$ cat src/rtl/uart_loader.sv
// UART boot loader: frames bytes from buart into 16-bit words, writes RAM port A, holds j1 in reset while loading.
// Latency: a byte is consumed and processed in the rx_rd cycle; RAM write and reply strobes are registered (next cycle).
// Backpressure: rx_rd only while not replying; the reply waits for ~tx_busy; bytes stay in buart until accepted.
module uart_loader #(
  parameter int         ADDR_W  = 9,
  parameter logic [7:0] SYNC    = 8'hA5,
  parameter int         TIMEOUT = 200000,
  parameter logic [7:0] ACK     = 8'h06,
  parameter logic [7:0] NAK     = 8'h15
) (
  input  logic              clk,
  input  logic              reset,
  input  logic              rx_valid,
  input  logic [7:0]        rx_data,
  output logic              rx_rd,
  input  logic              tx_busy,
  output logic              tx_wr,
  output logic [7:0]        tx_data,
  output logic [ADDR_W-1:0] mem_addr,
  output logic [15:0]       mem_d,
  output logic              mem_wr,
  output logic              cpu_hold,
  output logic              done,
  output logic              err
);

  localparam int DEPTH = 2 ** ADDR_W;
  localparam int TW    = $clog2(TIMEOUT + 1);
  localparam logic [TW-1:0] TLAST = TW'(TIMEOUT - 1);

  typedef enum logic [2:0] {IDLE, LEN_LO, LEN_HI, D_LO, D_HI, CSUM, REPLY} state_t;

  state_t            state;
  logic              gap;
  logic [ADDR_W-1:0] addr;
  logic [7:0]        sum;
  logic [7:0]        lo;
  logic [15:0]       count;
  logic [TW-1:0]     timer;
  logic              reply_ack;
  logic [15:0]       len;

  // Length as it will be once the LEN_HI byte lands.
  assign len = {rx_data, count[7:0]};

  // Take a byte when buart has one, except straight after a read and while a reply is pending.
  assign rx_rd = rx_valid & ~gap & (state != REPLY);

  // gap blocks a second read of the same byte until buart drops rx_valid.
  always_ff @(posedge clk) begin
    if (reset)          gap <= 1'b0;
    else if (rx_rd)     gap <= 1'b1;
    else if (!rx_valid) gap <= 1'b0;
  end

  // Frame parser, RAM writer, inter-byte timeout and reply generator.
  always_ff @(posedge clk) begin
    if (reset) begin
      state     <= IDLE;
      addr      <= '0;
      sum       <= '0;
      lo        <= '0;
      count     <= '0;
      timer     <= '0;
      reply_ack <= 1'b0;
      tx_wr     <= 1'b0;
      tx_data   <= '0;
      mem_addr  <= '0;
      mem_d     <= '0;
      mem_wr    <= 1'b0;
      cpu_hold  <= 1'b0;
      done      <= 1'b0;
      err       <= 1'b0;
    end else begin
      mem_wr <= 1'b0;
      tx_wr  <= 1'b0;
      done   <= 1'b0;
      err    <= 1'b0;
      case (state)
        IDLE: begin
          if (rx_rd && rx_data == SYNC) begin
            state    <= LEN_LO;
            cpu_hold <= 1'b1;
            addr     <= '0;
            sum      <= '0;
            timer    <= '0;
          end
        end
        REPLY: begin
          if (!tx_busy) begin
            tx_wr   <= 1'b1;
            tx_data <= reply_ack ? ACK : NAK;
            done    <= reply_ack;
            err     <= ~reply_ack;
            if (reply_ack) cpu_hold <= 1'b0;
            state   <= IDLE;
          end
        end
        default: begin
          if (rx_rd) begin
            timer <= '0;
            case (state)
              LEN_LO: begin
                count[7:0] <= rx_data;
                state      <= LEN_HI;
              end
              LEN_HI: begin
                count[15:8] <= rx_data;
                if ({1'b0, len} > 17'(DEPTH)) begin
                  reply_ack <= 1'b0;
                  state     <= REPLY;
                end else if (len == 16'd0) begin
                  state <= CSUM;
                end else begin
                  state <= D_LO;
                end
              end
              D_LO: begin
                lo    <= rx_data;
                sum   <= sum + rx_data;
                state <= D_HI;
              end
              D_HI: begin
                mem_d    <= {rx_data, lo};
                mem_addr <= addr;
                mem_wr   <= 1'b1;
                sum      <= sum + rx_data;
                addr     <= addr + 1'b1;
                count    <= count - 16'd1;
                state    <= (count == 16'd1) ? CSUM : D_LO;
              end
              CSUM: begin
                reply_ack <= (rx_data == sum);
                state     <= REPLY;
              end
              default: state <= IDLE;
            endcase
          end else if (timer == TLAST) begin
            // Sender went quiet mid-frame: reject; words already written stay in RAM.
            reply_ack <= 1'b0;
            state     <= REPLY;
          end else begin
            timer <= timer + 1'b1;
          end
        end
      endcase
    end
  end

endmodule

$ cat config.mk
export PLATFORM = sky130hd
export DESIGN_NAME = uart_loader
export DESIGN_NICKNAME = d
export VERILOG_FILES = /design/src/rtl/uart_loader.sv
export SDC_FILE = /design/constraint.sdc
export NUM_CORES = 1
export LEC_CHECK = 0
export CORE_AREA = 4 4 97 99
export CTS_CLUSTER_DIAMETER = 120
export DETAILED_ROUTE_END_ITERATION = 10
export DIE_AREA = 0 0 101 103
export PLACE_DENSITY = 0.79
export SETUP_SLACK_MARGIN = 0.02
export SLEW_MARGIN = 20
export SYNTH_ARGS = -nofsm -noshare
export SYNTH_HDL_FRONTEND = slang
export SYNTH_SLANG_ARGS = --single-unit
$ cat constraint.sdc
create_clock -name clk -period 2.95 [get_ports clk]
set_input_delay 0.295 -clock clk [delete_from_list [all_inputs] [get_ports clk]]
set_output_delay 0.295 -clock clk [all_outputs]
set_load 0.01 [all_outputs]
**After elaboration in Yosys (flattened, before gate mapping)**

Index checks and enable logic that the tools add are counted.

- Eq/ne operators: 18
- Bitwise logic cells: 8
- Add/sub/neg operators: 4
- Order comparisons: 1
- Multiplexer cells: 36
- Reduce and logical (&&, ||, !) cells: 27

Operators by type and width:

| kind | count |
|---|---|
| 18-bit 2-to-1 mux | 3 |
| 8-bit one-hot mux with 2 select lines | 3 |
| 18-bit one-hot mux with 2 select lines | 1 |
| 9-bit 2-to-1 mux | 3 |
| 8-bit 2-to-1 mux | 3 |
| 3-bit 2-to-1 mux | 7 |
| 18-bit by 1-bit adder with 18-bit output (second input constant) | 1 |
| 18-bit == test (second input constant) | 1 |
| 9-bit one-hot mux with 2 select lines | 1 |
| 3-bit AND reduction | 6 |
| 16-bit by 1-bit == test with 1-bit output (second input constant) | 1 |
| 16-bit by 10-bit > comparator with 1-bit output (second input constant) | 1 |
| 16-bit zero test | 1 |
| 4-bit AND reduction | 4 |
| 16-bit by 1-bit subtractor with 16-bit output (second input constant) | 1 |
| 3-bit one-hot mux with 5 select lines | 1 |
| 2-bit nonzero test | 7 |
| 1-bit 2-to-1 mux | 10 |
| 9-bit by 1-bit adder with 9-bit output (second input constant) | 1 |
| 3-bit == test (second input constant) | 3 |
| 8-bit adder | 1 |
| 8-bit == test | 1 |
| 8-bit == test (second input constant) | 1 |
| 3-bit by 2-bit == test with 1-bit output (second input constant) | 2 |
| 18 further kinds | 30 |

- Output and inout bits: 39
- Bits of input ports: 12
- Logic and storage cells: 111
- Register bits: 102

**Depth between registers and ports, before layout**

- Word-level depth: 6
- Mapped depth: 9
- Gate-level depth less buffers: 9

**Worst setup path after synthesis**

No wires, ideal clock.

- Path type: reg-to-reg
- Start: reg timer[7]
- End: reg timer[1]
- Buffers on the path: 0
- Library setup time: 0.065 ns
- Stages on the path, launching flop included: 7
- Arrival: 2.156 ns
- Data required time: 2.885 ns
- Clock period less this slack: 2.221 ns
- Path slack: 0.729 ns
- Cells stage by stage: dfxtp_1 or4b_1 or4_1 or2_1 o21ai_0 mux2_2 nor2_1

- Longest elaborated chain between the ends: 3

RTL lines:

| item | RTL line | RTL |
|---|---|---|
| start, declared | 39 | `logic [TW-1:0] timer;` |
| start signal, assigned | 143 | `timer <= timer + 1'b1;` |
| 18-bit == test | 138 | `end else if (timer == TLAST) begin` |
| 3-bit by 2-bit != test with 1-bit output (no line) | - |  |
| 3-bit AND reduction (no line) | - |  |

No other way between the ends.
A chain may end at the register's enable or synchronous reset.

**Worst setup path after layout**

- Start: reg timer[7]
- End: reg state[2]

- Longest elaborated chain between the ends: 3

RTL lines:

| item | RTL line | RTL |
|---|---|---|
| 18-bit == test | 138 |  |
| 4-bit nonzero test (no line) | - |  |
| 3-bit AND reduction (no line) | - |  |
| end signal, assigned | 130 | `state <= (count == 16'd1) ? CSUM : D_LO;` |
| end, declared | 33 | `state_t state;` |

No other way between the ends.

==> results.py <==
metrics = {
    "outcome": {
        "status": "complete, no violations",
    },
    "clocking": {
        "htreeDepth": 3,
        "clockRootBuffer": "clkbuf_8",
        "cts.path.max_buffers": 2,
        "path_clk_slew_ps": 100,
        "clk_latency_ps": 360,
        "cts_tree": "done",
        "cts_resized": 0,
        "clkSinkCount": 97,
        "ctsHoldBuffers": 0,
        "numCtsBuffers": 9,
        "post-cts-setup-buffer-count": 0,
    },
    "finish": {
        "layout.nets": 673,
        "area_growth_pct": 16.5,
        "final_cell_mix": "102 x nand2_1, 97 x dfxtp_1, 66 x nor2_1",
        "utilization_pct": 65.7,
        "fillCellCount": 723,
        "n_antenna_cell": 0,
        "drive_above_1_share_pct": 7.81,
        "final_common_cell": "nand2_1",
        "final_cell_area_um2": 5620,
    },
    "detailed_routing": {
        "drc": 0,
        "wl_per_cell_um": 15.6,
        "avgViaCountPerCell": 5.87,
        "drt_iter0_markers": 376,
        "antenna_left": 0,
        "drtPass1Iterations": 5,
        "wl_mm": 11.9,
        "route.vias.total": 4465,
    },
    "floorplan": {
        "row_count": 34,
        "die_w_um": 101,
        "dieArea_um2": 10400,
        "die_h_um": 103,
        "coreArea_um2": 8550,
        "pin_count": 51,
        "start_util_pct": 56.4,
    },
    "synth": {
        "ys_top_cells_by_area": "dfxtp_1 40%, nand2_1 7.9%, a21oi_1 6.2%",
        "ys_seq_area_share_pct": 40.3,
        "syn_inst": 606,
        "yosys-mux-area-fraction_pct": 2.10,
        "syn_area_per_cell_um2": 7.96,
        "synth_largest_area_cell": "dfxtp_1",
        "synth_compound_area_share_pct": 19.1,
        "synth_top_area_share_pct": 40.3,
        "synth_fa_ha_area_share_pct": 3.53,
        "synth_top_family_by_area": "simple AND/OR/NAND/NOR gates",
        "synth_area_um2": 4820,
        "ys_ff_latch": 97,
        "synth_xor_area_share_pct": 5.09,
        "synthArstFlopShare_pct": 0,
        "yosysUniqueCellTypes": 64,
        "synth_edf_count": 0,
        "synth_warnings": 0,
        "yosys.area_share.simple_pct": 25.3,
        "synth_top_flop_cell": "dfxtp_1",
    },
    "grt": {
        "grt_pass1_wl_mm": 20.1,
        "grt_usage_pct": 23.7,
        "grt_pass1_vias": 4205,
        "overflow": 0,
        "grt_max_degree": 51,
        "antenna_found_initial": 0,
    },
    "timing": {
        "fin_crit_sh_pct": 83.7,
        "finalHoldViolations": 0,
        "fmax_ghz": 0.405,
        "max_slew_margin_pct": 36.8,
        "min_period_ps": 2470,
        "rsz0062_at_grt": "no",
        "setup_viol": 0,
        "setup_tns_ps": 0,
        "clock_skew_ps": 15.8,
        "final_max_slew_viol_count": 0,
        "tightest_slew_ps": 946,
    },
    "critical_path": {
        "path_max_fanout": 10,
        "crit_required_ps": 3200,
        "critical_path_class": "reg -> reg",
        "arrival_ps": 2720,
        "slowest_delay_ps": 530,
        "endpoint_kind": "flip-flop",
        "path_cells": "or4b_1, or4_1, o21ai_4, a21oi_1, nor2b_1, a22o_1",
        "start_kind": "flip-flop",
        "cpMaxStageDelayCell": "or4b_1",
    },
    "power_and_ir_drop": {
        "p_leak_nw": 1.92,
        "p_per_area_nw_per_um2": 565,
        "vdd_drop_max_v": 0.000350,
        "power_mw": 3.17,
    },
    "placed_design": {
        "gp_congestion": 0.883,
        "port_buffers": 46,
        "dpl-instance-area_um2": 5390,
        "post-dp-hpwl_mm": 8.52,
    },
    "job": {
        "max-cap-violations": 0,
    },
    "hold_path": {
        "hold_class": "reg -> reg",
    },
}
area by class of cell:
type	count	area [um^2]	share of cell area [%]
Multi-Input combinational cell	462	2670	47.6
Sequential cell	97	1940	34.6
Timing Repair Buffer	63	583	10.4
Clock buffer	10	138	2.45
Tap cell	108	135	2.41
Clock inverter	6	88.8	1.58
Inverter	15	56.3	1.00
state kept, by name, summed over array words and instances (netlist names):
signal	count
addr	9
count	16
cpu_hold	1
done	1
err	1
gap	1
lo	8
mem_addr	9
mem_d	16
mem_wr	1
reply_ack	1
state	3
sum	8
timer	18
tx_data	3
tx_wr	1
where the power goes:
group / internal [mW] / switching [mW]
logic: 0.270 / 0.504
registers: 1.36 / 0.0680
clock network: 0.502 / 0.468
layer usage:
layer  track usage, %  vias to the layer above  part of all wire, %
met3             4.13                       19                  6.3
met2             40.0                      150                   48
met1             31.1                     2097                   44
met4             7.26                        0                  1.6
li1                 -                     2199                    -
met5                0                        -                    0
through the flow:
step | instances | worst slack (ps) | hold slack, ps
after floorplan | 609 | 729 | 374
after global placement | 745 | 319 | 437
after detailed placement | 745 | 189 | 443
after CTS | 761 | 510 | 460
after global routing | 761 | 340 | 478
final | 761 | 481 | 456
cells by family (layout without fill, tap and decap cells):
family,count (synthesis),count (layout)
AOI/OAI and AO/OA,143,143
xor gates and xnor gates,28,28
adders and majority gates,13,13
buffers and inverters,50,94
DFF,97,97
muxes,10,10
other,1,4
and+or+nand+nor,264,264
final timing paths:
check	slack, ps	end	cells past startpoint	startpoint
max	480	state[2]	6	timer[7]
min	460	mem_d[4]	2	lo[4]
max reg2reg	480	state[2]	6	timer[7]
min reg2reg	460	mem_d[4]	2	lo[4]
synth_stat cells (all sizes together) (2+ instances only):
cell type / instances
nand2: 102
dfxtp: 97
nor2: 66
a21oi: 61
o21ai: 30
clkbuf: 25
nand3: 19
xnor2: 18
nor3: 16
inv: 15
nand4: 13
ha: 12
buf: 10
xor2: 10
mux2i: 9
a211oi: 8
a22oi: 8
nor4: 7
and3: 6
nand2b: 5
nor2b: 5
o31ai: 5
or3: 5
or4: 5
a2111oi: 4
and2: 4
o211ai: 4
or2: 4
a21boi: 3
a31o: 3
o22ai: 3
o41ai: 3
a21bo: 2
a21o: 2
a32o: 2
nor3b: 2
worst max-delay path: cells and delay by family (launching register included):
kind | cells | cell delay, ps
and+or+nand+nor | 3 | 1200
AOI/OAI and AO/OA | 3 | 750
DFF | 1 | 400
No activity file was read; power rests on OpenSTA's default activity.
